`src/rtl/traffic_phase_scheduler_pkg.sv`:
```
// Shared lamp, direction and state encodings for the four-approach phase scheduler.
// Pure declarations: no logic and no timing.
package traffic_pkg;

  localparam logic [2:0] LAMP_RED = 3'b100;
  localparam logic [2:0] LAMP_YEL = 3'b010;
  localparam logic [2:0] LAMP_GRN = 3'b001;

  localparam logic [1:0] DIR_N = 2'd0;
  localparam logic [1:0] DIR_S = 2'd1;
  localparam logic [1:0] DIR_E = 2'd2;
  localparam logic [1:0] DIR_W = 2'd3;

  typedef enum logic [1:0] {
    ST_ALL_RED = 2'd0,
    ST_GREEN   = 2'd1,
    ST_YELLOW  = 2'd2
  } state_t;

  function automatic logic [3:0] dir_onehot(input logic [1:0] dir);
    return 4'b0001 << dir;
  endfunction

endpackage

```
`src/rtl/traffic_phase_scheduler_rr_arbiter4.sv`:
```
// Four-way round-robin pick: first set mask bit strictly after ptr, wrapping to ptr itself.
// Purely combinational, zero latency, no flow control.
module rr_arbiter4
  import traffic_pkg::*;
(
  input  logic [3:0] mask,
  input  logic [1:0] ptr,
  output logic [1:0] grant_dir,
  output logic       any
);

  logic [1:0] idx;

  // Scan from the lowest priority offset up so the nearest set bit is written last.
  always_comb begin
    grant_dir = DIR_N;
    any       = 1'b0;
    idx       = ptr;
    for (int k = 4; k >= 1; k--) begin
      idx = ptr + 2'(k);
      if (mask[idx]) begin
        grant_dir = idx;
        any       = 1'b1;
      end
    end
  end

endmodule

```
`src/rtl/traffic_phase_scheduler.sv`:
```
// Demand-driven round-robin signal controller with min/max green, yellow, all-red and preempt.
// Lamps are Moore-decoded from the registered state; a request is served 2+ cycles after it lands.
module traffic_phase_scheduler
  import traffic_pkg::*;
#(
  parameter int TW        = 8,
  parameter int GREEN_MIN = 8,
  parameter int GREEN_MAX = 32,
  parameter int YELLOW_T  = 4,
  parameter int ALLRED_T  = 2
) (
  input  logic       clk,
  input  logic       rst,
  input  logic [3:0] req,
  input  logic       preempt,
  input  logic [1:0] preempt_dir,
  output logic [2:0] north,
  output logic [2:0] south,
  output logic [2:0] east,
  output logic [2:0] west,
  output logic [1:0] phase_dir,
  output logic       phase_valid,
  output logic       preempt_act
);

  localparam logic [TW-1:0] T_GMIN = TW'(GREEN_MIN - 1);
  localparam logic [TW-1:0] T_GMAX = TW'(GREEN_MAX - 1);
  localparam logic [TW-1:0] T_YEL  = TW'(YELLOW_T - 1);
  localparam logic [TW-1:0] T_AR   = TW'(ALLRED_T - 1);

  state_t        state;
  logic [TW-1:0] timer;
  logic [3:0]    pend;
  logic [1:0]    ptr;
  logic [1:0]    cur;

  logic [1:0] arb_dir;
  logic       arb_any;
  logic [3:0] cur_oh;
  logic [3:0] others;
  logic [1:0] next_dir;
  logic       allred_go;
  logic       grant;
  logic       green_norm_exit;
  logic       green_exit;
  logic [3:0] pend_set;
  logic [3:0] pend_clr;
  logic       timer_sat;

  rr_arbiter4 u_arb (
    .mask      (pend),
    .ptr       (ptr),
    .grant_dir (arb_dir),
    .any       (arb_any)
  );

  always_comb begin
    cur_oh    = dir_onehot(cur);
    others    = pend & ~cur_oh;
    next_dir  = preempt ? preempt_dir : arb_dir;
    allred_go = (timer >= T_AR) && (preempt || arb_any);
    grant     = (state == ST_ALL_RED) && allred_go;

    green_norm_exit = (|others) && (timer >= T_GMIN) &&
                      (!req[cur] || (timer >= T_GMAX));
    // A preempt decides the green outright, so a coincident normal exit still yields one yellow.
    green_exit = preempt ? (preempt_dir != cur) : green_norm_exit;

    pend_set  = req & ~((state == ST_GREEN) ? cur_oh : 4'b0000);
    pend_clr  = grant ? dir_onehot(next_dir) : 4'b0000;
    timer_sat = &timer;
  end

  always_ff @(posedge clk) begin
    if (rst) begin
      state       <= ST_ALL_RED;
      timer       <= '0;
      pend        <= '0;
      ptr         <= DIR_W;
      cur         <= DIR_N;
      preempt_act <= 1'b0;
    end else begin
      pend  <= (pend | pend_set) & ~pend_clr;
      timer <= timer_sat ? timer : timer + 1'b1;
      case (state)
        ST_ALL_RED: begin
          if (allred_go) begin
            state       <= ST_GREEN;
            timer       <= '0;
            cur         <= next_dir;
            ptr         <= next_dir;
            preempt_act <= preempt;
          end
        end
        ST_GREEN: begin
          if (!preempt) begin
            preempt_act <= 1'b0;
          end
          if (green_exit) begin
            state <= ST_YELLOW;
            timer <= '0;
          end
        end
        ST_YELLOW: begin
          if (timer >= T_YEL) begin
            state <= ST_ALL_RED;
            timer <= '0;
          end
        end
        default: begin
          state <= ST_ALL_RED;
          timer <= '0;
        end
      endcase
    end
  end

  logic [2:0] lamp [4];

  always_comb begin
    for (int i = 0; i < 4; i++) begin
      lamp[i] = LAMP_RED;
    end
    if (state == ST_GREEN) begin
      lamp[cur] = LAMP_GRN;
    end else if (state == ST_YELLOW) begin
      lamp[cur] = LAMP_YEL;
    end
  end

  assign north       = lamp[DIR_N];
  assign south       = lamp[DIR_S];
  assign east        = lamp[DIR_E];
  assign west        = lamp[DIR_W];
  assign phase_dir   = cur;
  assign phase_valid = (state == ST_GREEN) || (state == ST_YELLOW);

  a_one_lit: assert property (@(posedge clk)
    $countones({north != LAMP_RED, south != LAMP_RED, east != LAMP_RED, west != LAMP_RED}) <= 1);

  a_legal_state: assert property (@(posedge clk)
    state inside {ST_ALL_RED, ST_GREEN, ST_YELLOW});

endmodule

```
`config.mk`:
```
export PLATFORM = sky130hd
export DESIGN_NAME = traffic_phase_scheduler
export DESIGN_NICKNAME = d
export VERILOG_FILES = /design/src/rtl/traffic_phase_scheduler_pkg.sv /design/src/rtl/traffic_phase_scheduler_rr_arbiter4.sv /design/src/rtl/traffic_phase_scheduler.sv
export SDC_FILE = /design/constraint.sdc
export NUM_CORES = 1
export LEC_CHECK = 0
export ABC_AREA = 1
export CAP_MARGIN = 15
export CORE_MARGIN = 2
export CORE_UTILIZATION = 45
export CTS_CLUSTER_DIAMETER = 40
export CTS_CLUSTER_SIZE = 10
export DETAILED_ROUTE_END_ITERATION = 16
export PLACE_DENSITY = 0.69
export SLEW_MARGIN = 10
export SYNTH_ARGS = -nofsm -noshare
export SYNTH_HDL_FRONTEND = slang
export SYNTH_HIERARCHICAL = 1
export SYNTH_SLANG_ARGS = --single-unit
```
`constraint.sdc`:
```
create_clock -name clk -period 2.2 [get_ports clk]
set_input_delay 0.22 -clock clk [delete_from_list [all_inputs] [get_ports clk]]
set_output_delay 0.22 -clock clk [all_outputs]
set_load 0.05 [all_outputs]
```
After elaboration in Yosys (flattened, before gate mapping) --
Cells that the tools add are included.
Word-level totals: register bits 19, input bits 9, output and inout port bits 16, logic and storage cells 93
Cells by class: add/sub/neg operators 4, $lt $le $gt $ge 11, equal/unequal tests 7, shift operators 2, muxes and demuxes 38, bitwise gates (word level) 9, reductions and logical operators 16
Operator list (number):
- $mux W8 | 4
- $mux W12 | 2
- $pmux W8 S3 | 1
- $mux W2 | 8
- $not A4 Y4 | 4
- $lt A2 B3 Y1 const B | 5
- $and A4 B4 Y4 | 3
- $mux W1 | 12
- $bmux W1 S2 | 5
- $add A8 B1 Y8 const B | 1
- $ge A8 B1 Y1 const B | 1
- $ge A8 B2 Y1 const B | 1
- $ge A8 B3 Y1 const B | 1
- $ge A8 B5 Y1 const B | 1
- $mux W4 | 2
- $ne A2 B2 Y1 const B | 4
- $reduce_and A8 Y1 | 1
- $shl A1 B2 Y4 const A | 2
- $demux W3 S2 | 1
- $pmux W2 S3 | 1
- $reduce_and A3 Y1 | 2
- $logic_and A1 B1 Y1 | 5
- $add A2 B2 Y2 const B | 2
- $or A4 B4 Y4 | 1
- 15 further kinds | 17

Longest topological paths before layout --
Gate-level depths: netlist of the first run.
depth in word-level cells 12, gate-level depth with buffers 15, mapped depth without buffers 14

Modules after synthesis --
The synthesis of the first run kept the hierarchy.
Modules (own cells, without submodules):
- traffic_phase_scheduler | times used 1, cells an instance 184, area each 1271.2 µm², seq. area each 380.4 µm²
- rr_arbiter4 | times used 1, cells an instance 49, area each 226.5 µm², seq. area each 0.0 µm²

Worst setup path before layout of the first run --
Ideal clock, no wire load.
path type reg2out, start point register cur[0] (netlist: phase_dir[0]), end point output south[2], arrival 2.086 ns, required time 1.980 ns, setup slack -0.106 ns, cell stages (with the launch flop) 5, buffers on the path 1, cell sequence dfxtp_1 -> buf_6 -> nand2_2 -> nor2_1 -> a31oi_1
On the way: cells in the longest elaborated chain, start to end 8, elaborated cells between the ends (all ways) 9, those cells by class 2 x order compare; 4 x mux; 2 x bitwise; 1 x reduce/logical
Ends and longest elaborated chain:
- from (decl) | RTL line traffic_phase_scheduler.sv:35 | logic [1:0] cur;
- from (signal assigned) | RTL line traffic_phase_scheduler.sv:90 | cur <= next_dir;
- $not A2 Y3 (not written as such) * | RTL line traffic_phase_scheduler.sv:125, traffic_phase_scheduler.sv:127
- $ge A3 B3 Y1 (not written as such) / $lt A3 B1 Y1 (equally long branches) | RTL line traffic_phase_scheduler.sv:125, traffic_phase_scheduler.sv:127
- $logic_and A1 B1 Y1 (not written as such) | RTL line traffic_phase_scheduler.sv:125, traffic_phase_scheduler.sv:127
- $mux W3 (not written as such) | RTL line traffic_phase_scheduler.sv:125, traffic_phase_scheduler.sv:127
- $demux W3 S2 * | RTL line traffic_phase_scheduler.sv:125, traffic_phase_scheduler.sv:127
- $not A4 Y4 (no source line) *
- $mux W12 | RTL line traffic_phase_scheduler.sv:126 | end else if (state == ST_YELLOW) begin
- $mux W12 * | RTL line traffic_phase_scheduler.sv:124 | if (state == ST_GREEN) begin
- to (decl) | RTL line traffic_phase_scheduler.sv:18 | output logic [2:0] south,
Mark *: on every way between the ends. The rest lies on a longest branch, timed or not.

Worst setup path in the final report of the first run --
start point register state[1], end point output south[2]
On the way: cells in the longest elaborated chain, start to end 3, elaborated cells between the ends (all ways) 4, those cells by class 2 x eq/ne; 2 x mux
Ends and longest elaborated chain:
- from (decl) | RTL line traffic_phase_scheduler.sv:31 | state_t state;
- from (signal assigned) | RTL line traffic_phase_scheduler.sv:76 | state <= ST_ALL_RED;
- from (signal assigned) | RTL line traffic_phase_scheduler.sv:88 | state <= ST_GREEN;
- from (signal assigned) | RTL line traffic_phase_scheduler.sv:100 | state <= ST_YELLOW;
- $eq A2 B2 Y1 | RTL line traffic_phase_scheduler.sv:126
- $mux W12 | RTL line traffic_phase_scheduler.sv:126
- $mux W12 * | RTL line traffic_phase_scheduler.sv:124
Marked as above.

==> summary.txt, run 1 <==
Setup path
  • Cell breakdown of the critical path: inv_1 -> ha_1 -> inv_1 -> nor2_2 -> a31oi_1 -> buf_12
  • Depth of the most critical reg-to-reg path: 10
  • Slowest cell delay on critical path: approximately 0.37 ns
  • Worst Path Class, Setup: flip-flop to output port
  • Largest driver fanout on the critical path: 7
  • CP Buf/Inv Count: 3
  • Family with the most delay on the worst path: buffers and inverters
  • Start of the worst register-to-register path: ptr[0]
  • Register-to-register setup slack: between 0.2 and 0.3 ns
  • Crit-path most repeated cell: sky130_fd_sc_hd__inv_1
  • WP data arrival: about 1.9 ns
  • Crit start category: flip-flop
  • Slowest stage cell, crit path: sky130_fd_sc_hd__dfxtp_1
  • Worst Path Required: ~2.0 ns
  • Category of the worst setup path capture point: output port
  • Reg2Reg Capture Point: pend[1]

Route
  • Residual antenna-violating net count after detailed routing: 0
  • WL/cell: 10.7 um
  • Via count: 1451
  • Via density per instance: between 4 and 5
  • First-pass iteration count of the detailed router: 4
  • Remaining DRCs: 0
  • Routed WL: approximately 3.3 mm
  • Initial detailed-routing violation count: 80

Global routing
  • Aggregate global-route resource usage: between 10% and 20%
  • Number of antenna violations at the first check in global routing: 0
  • Vias in the first global route: between 1000 and 1500
  • Grt ovf: 0
  • Largest net degree at the start of global routing: 12
  • Wire length of the first global-routing pass: 5.40 mm

Logic synthesis
  • Basic-gate share of the synthesized area counting and, or, nand and nor cells: between 40% and 50%
  • Synthesized area divided by synthesized cell count: between 6 and 7 sq um
  • Primary flip-flop cell chosen by synthesis mapping: sky130_fd_sc_hd__dfxtp_1
  • Syn nets: about 250
  • Post-synthesis register bit count: 19
  • Async set-reset flop share out of synthesis: 0%
  • Synthesized-area fraction occupied by adder cells: under 10%
  • Synthesized-area fraction occupied by xor and xnor cells: 2.34%
  • Unique masters post-synth: 31
  • Compound-cell area share of the yosys netlist: between 10% and 20%
  • Share of cell area taken by muxes after synthesis: 0%
  • Yosys Warn Count: 6
  • Dominant combinational cell family by area after synthesis: simple AND/OR/NAND/NOR gates
  • Post-Syn Area: roughly 0.0015 sq mm
  • Gate count after technology mapping: approximately 230
  • Count of flip-flops with a built-in enable after synthesis: 0
  • Sequential-to-total area share from yosys stat: about a quarter

Clock network
  • Clock latency at the later pin of the worst-skew pair: approximately 0.30 ns
  • Hold Buf Count CTS: 0
  • Number of clock buffers inserted by TritonCTS: 3
  • Clock-pin slew on the worst setup and hold paths: ~0.11 ns
  • Buffer type at the clock tree root: sky130_fd_sc_hd__clkbuf_4
  • Post-CTS setup repair buffer count: 0
  • CTS tree: built
  • # clock sinks: 19
  • H-Tree Level Count: 1
  • Buffer levels on the longest clock path: 2

Layout
  • Signed area change from the synthesized netlist to the final layout: 23.5%
  • Final std cells w/o fill: slightly above 300
  • Leading cell types in the layout, fill and taps excluded: sky130_fd_sc_hd__nand2_1, sky130_fd_sc_hd__inv_1, sky130_fd_sc_hd__dfxtp_1, sky130_fd_sc_hd__nor2_1, sky130_fd_sc_hd__nor2_2
  • Fillers: between 300 and 400
  • Layout cell share with drive strength beyond 1: around 22%
  • Most common library cell in the layout ignoring fill and taps: sky130_fd_sc_hd__nand2_1
  • Antenna diode instance count: 0
  • Total non-filler cell area in the finished layout: approximately 0.0018 sq mm
  • Final layout net count: about 280
  • Final standard cell utilization of the core: 59.6%

Place
  • GP Congestion: 0.939
  • I/O Buffers: 24
  • Number of cells in the design after placement: 300
  • Final HPWL DP: roughly 2.7 mm
  • Area of placed instances: roughly 0.0018 sq mm

Pwr
  • Leak Pwr: between 0.8 and 0.9 nW
  • Total power density per cell area: approximately 1200 mW/mm^2
  • IR Drop Worst-Case VDD: roughly 0.00075 V
  • Overall power of the completed layout: approximately 2.3 mW

STA
  • Final critical delay including setup and external delays: 2.07 ns
  • Final Max Slew Viols: 0
  • Final Hold Slack: 0.482 ns
  • Count of endpoints failing setup in the final report: 0
  • Remaining max-slew budget at the tightest pin: 66.9%
  • Total count of hold-check failures in the final report: 0
  • Worst Tran Pin Value: ~0.5 ns
  • Final period utilization: 94.0%
  • Layout Skew: about 0.0057 ns
  • Highest achievable clock rate: 483 MHz
  • Unrepaired setup endpoints after global routing: false

Floorplanning
  • Die area: 0.00381 sq mm
  • Chip height: slightly above 60 um
  • Width of the chip: 61.7 um
  • Starting density of the core: between 40% and 50%
  • Top-level I/O count: 25
  • Placeable Area: 0.00310 sq mm
  • Placement Rows: 20

Worst hold path
  • WHS Path Cells: 1
  • Startpoint of the worst hold path: preempt_act
  • Worst hold endpoint: preempt_act
  • Type of the tightest min-delay check: flip-flop to flip-flop

Flow run
  • Reported max-cap violation count: 0

Outcome
  • Status: completed
==> stage by stage <==
| step | setup TNS, ns | setup slack, ns |
|---|---|---|
| 6_report | 0 | 0.132 |
| 5_1_grt | 0 | 0.0334 |
| 4_1_cts | 0 | 0.0790 |
| 3_5_place_dp | 0 | 0.340 |
| 3_3_place_gp | 0 | 0.351 |
| 2_1_floorplan | -0.00129 | -0.00129 |
==> layer usage <==
| metal | share of wire (%) | up-vias | track usage [%] |
|---|---|---|---|
| met3 | 4.9 | 6 | 2.69 |
| met1 | 48 | 622 | 25.4 |
| met5 | 0 | - | 0 |
| li1 | - | 787 | - |
| met4 | 1.7 | 0 | 5.78 |
| met2 | 45 | 36 | 31.3 |
==> state kept, by name, summed over array words and instances (netlist names) <==
name,count
preempt_act,1
timer,8
phase_dir,2
state,2
pend,4
ptr,2
==> logic make-up (layout without fill, tap and decap cells) <==
family	count (synthesis)	after routing
AOI/OAI and AO/OA	30	30
xor gates and xnor gates	4	4
adders and majority gates	7	7
buffers and inverters	38	65
DFF	19	19
and+or+nand+nor	135	135
==> synthesized netlist by cell type, types with 4 or more instances <==
cell                      count  area share (%)
sky130_fd_sc_hd__nand2_1     65              16
sky130_fd_sc_hd__nand3_1     13             4.3
sky130_fd_sc_hd__nor2_1      20             5.0
sky130_fd_sc_hd__nor3_1       6             2.0
sky130_fd_sc_hd__a31oi_1      4             1.7
sky130_fd_sc_hd__nor2_2      11             4.6
sky130_fd_sc_hd__ha_1         7             5.8
sky130_fd_sc_hd__nand2_2     11             4.6
sky130_fd_sc_hd__inv_1       30             7.5
sky130_fd_sc_hd__o21ai_0     11             3.7
sky130_fd_sc_hd__a21oi_1     10             3.3
sky130_fd_sc_hd__dfxtp_1     19              25
==> repair_timing <==
item	CTS	global route
hold endpoints to repair	0	0
setup endpoints to repair	0	1
gates resized for setup	0	1
==> cell type report <==
type / count / area (sq um) / area share (%)
multi-input combinational: 176 / 948 / 51.3
sequential: 19 / 380 / 20.6
timing repair buffer: 26 / 288 / 15.6
inverter: 35 / 151 / 8.19
tap: 44 / 55.1 / 2.98
clock buffer: 4 / 26.3 / 1.42
==> how the worst max path moves through the flow <==
stage                  from  slack (ns)          end  depth (start not counted)
2_1_floorplan  phase_dir[0]      -0.001     south[1]                          3
3_3_place_gp         ptr[0]        0.35      pend[2]                         12
3_5_place_dp         ptr[0]        0.34      pend[1]                         10
4_1_cts            state[1]        0.08     north[2]                          6
5_1_grt            state[0]        0.03  phase_valid                          3
6_report           state[1]        0.13     south[2]                          6
==> worst reg2reg max path, delay by kind of cell, from the launching register on <==
family / cells / cell delay [ns]
compound gates: 1 / 0.09
buf+inv: 1 / 0.06
flops: 1 / 0.61
simple gates: 8 / 1.09
==> report_power, final <==
group | internal, mW | switching [mW]
registers | 0.425 | 0.0960
logic | 0.579 | 1.02
clock network | 0.0707 | 0.107
total | 1.08 | 1.22
No activity file was read; power rests on OpenSTA's default activity.
==> inputs of run 2 (changes only) <==
Settings changed: CTS_CLUSTER_DIAMETER 40 to 100, MAX_ROUTING_LAYER set to met4.
==> run 2 against run 1 <==
  * Utilization is the same
  * Combinational power hardly changed
  * Via count grew 1.4%
  * Total power is essentially flat
  * Final area did not move
  * Sequential power decreased by 3%
  * Critical path type unchanged
  * Critical endpoint is now phase_valid
  * Largest power group unchanged
==> summary.txt, run 2 (synthesis gave the netlist of run 1 again) <==
Outcome
  • Status: completed

Clock network
  • H-Tree Level Count: 1
  • Number of clock buffers inserted by TritonCTS: 3
  • Clock-pin slew on the worst setup and hold paths: between 0.1 and 0.15 ns
  • CTS tree: built
  • Clock latency at the later pin of the worst-skew pair: 0.30 ns
  • Buffer type at the clock tree root: sky130_fd_sc_hd__clkbuf_4
  • Buffer levels on the longest clock path: 2
  • # clock sinks: 19

Floorplanning
  • Top-level I/O count: 25
  • Die area: 0.00381 sq mm
  • Width of the chip: 61.7 um
  • Placeable Area: ~0.0031 sq mm
  • Starting density of the core: 48.3%
  • Chip height: between 60 and 70 um
  • Placement Rows: 20

Pwr
  • Total power density per cell area: 1240 mW/mm^2
  • IR Drop Worst-Case VDD: between 0.0006 and 0.0007 V
  • Leak Pwr: between 0.8 and 0.9 nW

Route
  • Residual antenna-violating net count after detailed routing: 0
  • Routed WL: 3.27 mm
  • First-pass iteration count of the detailed router: 4
  • Via count: ~1500
  • Initial detailed-routing violation count: ~120
  • Remaining DRCs: 0
  • WL/cell: 10.8 um
  • Via density per instance: a little under 5

Layout
  • Leading cell types in the layout, fill and taps excluded: sky130_fd_sc_hd__nand2_1, sky130_fd_sc_hd__inv_1, sky130_fd_sc_hd__dfxtp_1, sky130_fd_sc_hd__nor2_1, sky130_fd_sc_hd__nor2_2
  • Final layout net count: roughly 280
  • Antenna diode instance count: 0
  • Largest registers: timer (8), pend (4)
  • Total non-filler cell area in the finished layout: ~0.0018 sq mm
  • Number of flip-flops in the largest register: 8
  • Layout cell share with drive strength beyond 1: between 20% and 30%
  • Signed area change from the synthesized netlist to the final layout: 23.5%
  • Register containing the most flip-flops in the final layout: timer
  • Most common library cell in the layout ignoring fill and taps: sky130_fd_sc_hd__nand2_1

Setup path
  • Register-to-register setup slack: 0.24 ns
  • WP data arrival: 1.85 ns
  • Depth of the most critical reg-to-reg path: 10
  • Reg2Reg Capture Point: pend[1]
  • Worst Path Required: 1.98 ns
  • Family with the most delay on the worst path: buffers and inverters
  • Slowest stage cell, crit path: sky130_fd_sc_hd__clkdlybuf4s50_1
  • Cell breakdown of the critical path: inv_1 -> ha_1 -> clkdlybuf4s50_1
  • Worst Path Class, Setup: flip-flop to output port
  • Start of the worst register-to-register path: ptr[0]
  • Category of the worst setup path capture point: output port
  • Slowest cell delay on critical path: around 0.8 ns
  • CP Buf/Inv Count: 2
  • Crit start category: flip-flop
  • Largest driver fanout on the critical path: 4

STA
  • Remaining max-slew budget at the tightest pin: around two thirds
  • Setup TNS: 0 ns
  • Final critical delay including setup and external delays: 2.07 ns
  • Total count of hold-check failures in the final report: 0
  • Unrepaired setup endpoints after global routing: false
  • Count of endpoints failing setup in the final report: 0
  • Final period utilization: between 90% and 100%
  • Final Max Slew Viols: 0
  • Highest achievable clock rate: roughly 480 MHz
  • Layout Skew: between 0.007 and 0.008 ns
  • Worst Tran Pin Value: around 0.50 ns

Place
  • I/O Buffers: 24
  • Area of placed instances: approximately 0.0018 sq mm
  • GP Congestion: approximately 0.9
  • Final HPWL DP: approximately 2.7 mm

Flow run
  • Reported max-cap violation count: 0

Global routing
  • Vias in the first global route: about 1300
  • Grt ovf: 0
  • Wire length of the first global-routing pass: approximately 5.5 mm
  • Number of antenna violations at the first check in global routing: 0
  • Aggregate global-route resource usage: 20.0%
  • Largest net degree at the start of global routing: 12

Worst hold path
  • Type of the tightest min-delay check: flip-flop to flip-flop
  • WHS Path Cells: 1
  • Worst hold endpoint: preempt_act
  • Startpoint of the worst hold path: preempt_act
-- run 2: cell counts in the layout (fill, tap and decap cells not counted) --
Identical to the previous run, type by type.
-- run 2: power breakdown --
part	total [mW]	leakage (nW)	switching [mW]	internal, mW
Combinational	1.62	0.702	1.04	0.580
Clock	0.181	0.0150	0.110	0.0707
Sequential	0.503	0.156	0.0777	0.425
Total	2.30	0.873	1.22	1.08
-- run 2: through the flow --
step,power [mW],instances,utilization (%),hold slack (ns),worst slack (ns)
2_1_floorplan,1.72,233,-,0.289,-0.00129
3_3_place_gp,2.12,300,58.7,0.462,0.289
3_5_place_dp,2.12,300,58.7,0.468,0.295
4_1_cts,2.30,304,59.5,0.495,0.0989
5_1_grt,2.50,304,59.6,0.507,0.0339
6_report,2.30,304,59.6,0.485,0.133
-- run 2: worst register-to-register path, stage by stage, from the launching register on --
cell,delay (ns)
sky130_fd_sc_hd__dfxtp_1,0.61
sky130_fd_sc_hd__nand2_1,0.14
sky130_fd_sc_hd__nand2_1,0.12
sky130_fd_sc_hd__and2_4,0.15
sky130_fd_sc_hd__nand2_1,0.05
sky130_fd_sc_hd__or2_2,0.30
sky130_fd_sc_hd__nand3_2,0.15
sky130_fd_sc_hd__inv_2,0.06
sky130_fd_sc_hd__nand2_1,0.14
sky130_fd_sc_hd__o21ai_1,0.10
sky130_fd_sc_hd__nor2_1,0.09
-- run 2: area by class of cell --
class | instances | area, sq um
Clock buffer | 4 | 26.3
Fill cell | 327 | 1250
Inverter | 35 | 151
Multi-Input combinational cell | 176 | 948
Sequential cell | 19 | 380
Tap cell | 44 | 55.1
Timing Repair Buffer | 26 | 288
-- run 2: routing by layer --
layer / global-route usage [%] / vias to the layer above / wire length, um
met2: 30.7 / 30 / 1450
met1: 27.7 / 651 / 1660
met3: 1.24 / 4 / 127
met5: - / - / 0
li1: - / 786 / -
met4: 7.29 / 0 / 41
-- run 2: how the worst max path moves through the flow --
| stage | start | end | slack, ns | cells after the start |
|---|---|---|---|---|
| 3_5_place_dp | ptr[0] | pend[1] | 0.30 | 10 |
| 2_1_floorplan | phase_dir[0] | south[1] | -0.001 | 3 |
| 5_1_grt | state[0] | phase_valid | 0.03 | 3 |
| 6_report | state[0] | phase_valid | 0.13 | 3 |
| 4_1_cts | state[1] | north[2] | 0.1 | 6 |
| 3_3_place_gp | ptr[0] | pend[1] | 0.29 | 10 |
-- run 2: what timing repair did --
item	4_1_cts	5_1_grt
setup buffers	0	0
endpoints found under the setup margin	0	1
gates resized for setup	0	1
hold buffers	0	0
==> inputs of run 3 (changes only) <==
Settings changed: ABC_AREA 1 to not set, PLACE_DENSITY 0.69 to 0.7.
==> run 3 against run 2 <==
  * Sequential cell count stayed put
  * Total power is 18% lower
  * Global-route usage is 0.96 points higher
  * Hold slack better by 0.040 ns
  * Die area is 10% lower
  * Highest routed layer unchanged
==> summary.txt, run 3 <==
Outcome
  • Status: completed

Logic synthesis
  • Top cell type by total area after synthesis: sky130_fd_sc_hd__dfxtp_1
  • Primary flip-flop cell chosen by synthesis mapping: sky130_fd_sc_hd__dfxtp_1
  • Most frequent cell after synthesis: sky130_fd_sc_hd__nor2_1
  • Cell types occupying the most area after synthesis: sky130_fd_sc_hd__dfxtp_1, sky130_fd_sc_hd__ha_1, sky130_fd_sc_hd__nor2_1
  • Post-Syn Area: approximately 0.0013 sq mm
  • Count of flip-flops with a built-in enable after synthesis: 0
  • Gate count after technology mapping: roughly 160
  • Most frequent cells after synthesis: sky130_fd_sc_hd__nor2_1, sky130_fd_sc_hd__dfxtp_1, sky130_fd_sc_hd__inv_1, sky130_fd_sc_hd__nand2_1, sky130_fd_sc_hd__a21oi_1
  • Async set-reset flop share out of synthesis: 0%
  • Yosys Warn Count: 6
  • Synthesized area divided by synthesized cell count: between 8 and 9 sq um
  • Syn nets: 180
  • Unique masters post-synth: 40
  • Post-synthesis register bit count: 19
  • Top-area cell type share of the netlist area: 28.4%
  • Sequential-to-total area share from yosys stat: between 20 and 30%

STA
  • Worst Tran Pin Value: slightly below 0.5 ns
  • Unrepaired setup endpoints after global routing: false
  • Final period utilization: a little over nine tenths
  • Count of endpoints failing setup in the final report: 0
  • Highest achievable clock rate: between 400 and 500 MHz
  • Slack of the critical path: 0.133 ns
  • Final Hold Slack: approximately 0.52 ns
  • Remaining max-slew budget at the tightest pin: about 67%
  • Setup TNS: 0 ns
  • Layout Skew: 0.00693 ns
  • Final Max Slew Viols: 0
  • Final critical delay including setup and external delays: between 2 and 2.5 ns
  • Total count of hold-check failures in the final report: 0

Place
  • Number of cells in the design after placement: 218
  • I/O Buffers: 24
  • Area of placed instances: around 0.0016 sq mm
  • Post-place setup slack: around 0.14 ns
  • Final HPWL DP: ~2.5 mm
  • GP Congestion: ~0.86

Global routing
  • Number of antenna violations at the first check in global routing: 0
  • Grt ovf: 0
  • Vias in the first global route: 1225
  • Aggregate global-route resource usage: roughly a fifth
  • Wire length of the first global-routing pass: 5.32 mm
  • Largest net degree at the start of global routing: 13

Route
  • Via count: roughly 1300
  • WL/cell: between 10 and 15 um
  • Initial detailed-routing violation count: 46
  • Remaining DRCs: 0
  • First-pass iteration count of the detailed router: 4
  • Via density per instance: roughly 5.7
  • Routed WL: 3.21 mm
  • Residual antenna-violating net count after detailed routing: 0

Clock network
  • Post-CTS setup repair buffer count: 0
  • Buffer levels on the longest clock path: 2
  • Buffer type at the clock tree root: sky130_fd_sc_hd__clkbuf_4
  • # clock sinks: 19
  • Post-cts sizing count: 0
  • CTS tree: built
  • Clock-pin slew on the worst setup and hold paths: ~0.12 ns
  • Hold Buf Count CTS: 0
  • Clock latency at the later pin of the worst-skew pair: approximately 0.30 ns
  • Number of clock buffers inserted by TritonCTS: 3
  • H-Tree Level Count: 1

Floorplanning
  • Placement Rows: 19
  • Chip height: 58.5 um
  • Width of the chip: just under 60 um
  • Starting density of the core: approximately half
  • Placeable Area: roughly 0.0028 sq mm
  • Top-level I/O count: 25
  • Die area: between 0.003 and 0.004 sq mm

Setup path
  • WP data arrival: 1.85 ns
  • Category of the worst setup path capture point: output port
  • Worst Path Class, Setup: flip-flop to output port
  • Family with the most delay on the worst path: buffers and inverters
  • Cell breakdown of the critical path: inv_1 -> ha_1 -> clkdlybuf4s50_1
  • Slowest cell delay on critical path: 0.79 ns
  • Worst Path Required: 1.98 ns
  • Crit start category: flip-flop
  • CP Buf/Inv Count: 2
  • Slowest stage cell, crit path: sky130_fd_sc_hd__clkdlybuf4s50_1
  • Largest driver fanout on the critical path: 4

Flow run
  • Reported max-cap violation count: 0

Layout
  • Final layout net count: about 210
  • Leading cell types in the layout, fill and taps excluded: sky130_fd_sc_hd__nor2_1, sky130_fd_sc_hd__dfxtp_1, sky130_fd_sc_hd__buf_4, sky130_fd_sc_hd__inv_1, sky130_fd_sc_hd__nand2_1
  • Total non-filler cell area in the finished layout: roughly 0.0016 sq mm
  • Layout cell share with drive strength beyond 1: between 15 and 20%
  • Number of flip-flops in the largest register: 8
  • Final std cells w/o fill: between 200 and 250
  • Signed area change from the synthesized netlist to the final layout: 22.5%
  • Most common library cell in the layout ignoring fill and taps: sky130_fd_sc_hd__nor2_1
  • Final standard cell utilization of the core: between 50 and 60%
  • Register containing the most flip-flops in the final layout: timer
  • Antenna diode instance count: 0
  • Largest registers: timer (8), pend (4)

Pwr
  • Leak Pwr: around 0.74 nW
  • Total power density per cell area: roughly 1100 mW/mm^2
  • Overall power of the completed layout: 1.88 mW
  • IR Drop Worst-Case VDD: 0.000840 V

Worst hold path
  • Type of the tightest min-delay check: flip-flop to flip-flop
-- run 3: where the power goes --
part,switching (mW),internal (mW),total [mW]
Combinational,0.693,0.460,1.15
Clock,0.113,0.0706,0.183
Sequential,0.119,0.426,0.544
Total,0.924,0.957,1.88
-- run 3: worst register-to-register path, delay by kind of cell (launching register included) --
family                 cells  cell delay (ns)
AO/OA/AOI/OAI              3             0.62
buffers and inverters      1             0.19
flip-flops                 1             0.51
AND/OR/NAND/NOR            2             0.57
-- run 3: worst paths after layout --
kind	startpoint	end	slack, ns	depth (start not counted)
worst max-delay path	state[0]	phase_valid	0.13	3
worst max register to register	phase_dir[1]	timer[4]	0.24	6
worst min-delay path	preempt_act	preempt_act	0.52	2
worst min register to register	preempt_act	preempt_act	0.52	2
-- run 3: routing by layer --
layer / global-route usage (%) / wire (um)
met1: 24.4 / 1440
met2: 35.3 / 1610
met3: 3.30 / 114
met4: 9.30 / 46
met5: - / 0
-- run 3: cell families after synthesis --
group / Yosys count / synth area share (%)
buffers and inverters: 20 / 7.39
flip-flops: 19 / 28.4
adder cells (fa/ha/maj): 7 / 6.55
XOR/XNOR: 4 / 2.62
multiplexers: 10 / 8.61
AND/OR/NAND/NOR: 73 / 30.7
AO/OA/AOI/OAI: 31 / 15.7
-- run 3: final cells by class --
cell class              instances  area (sq um)
well taps                      31          38.8
flip-flops and latches         19           380
fillers                       243          1140
inverters                      13          48.8
clock buffers                   4          26.3
repair buffers                 30           280
multi-input cells             125           863
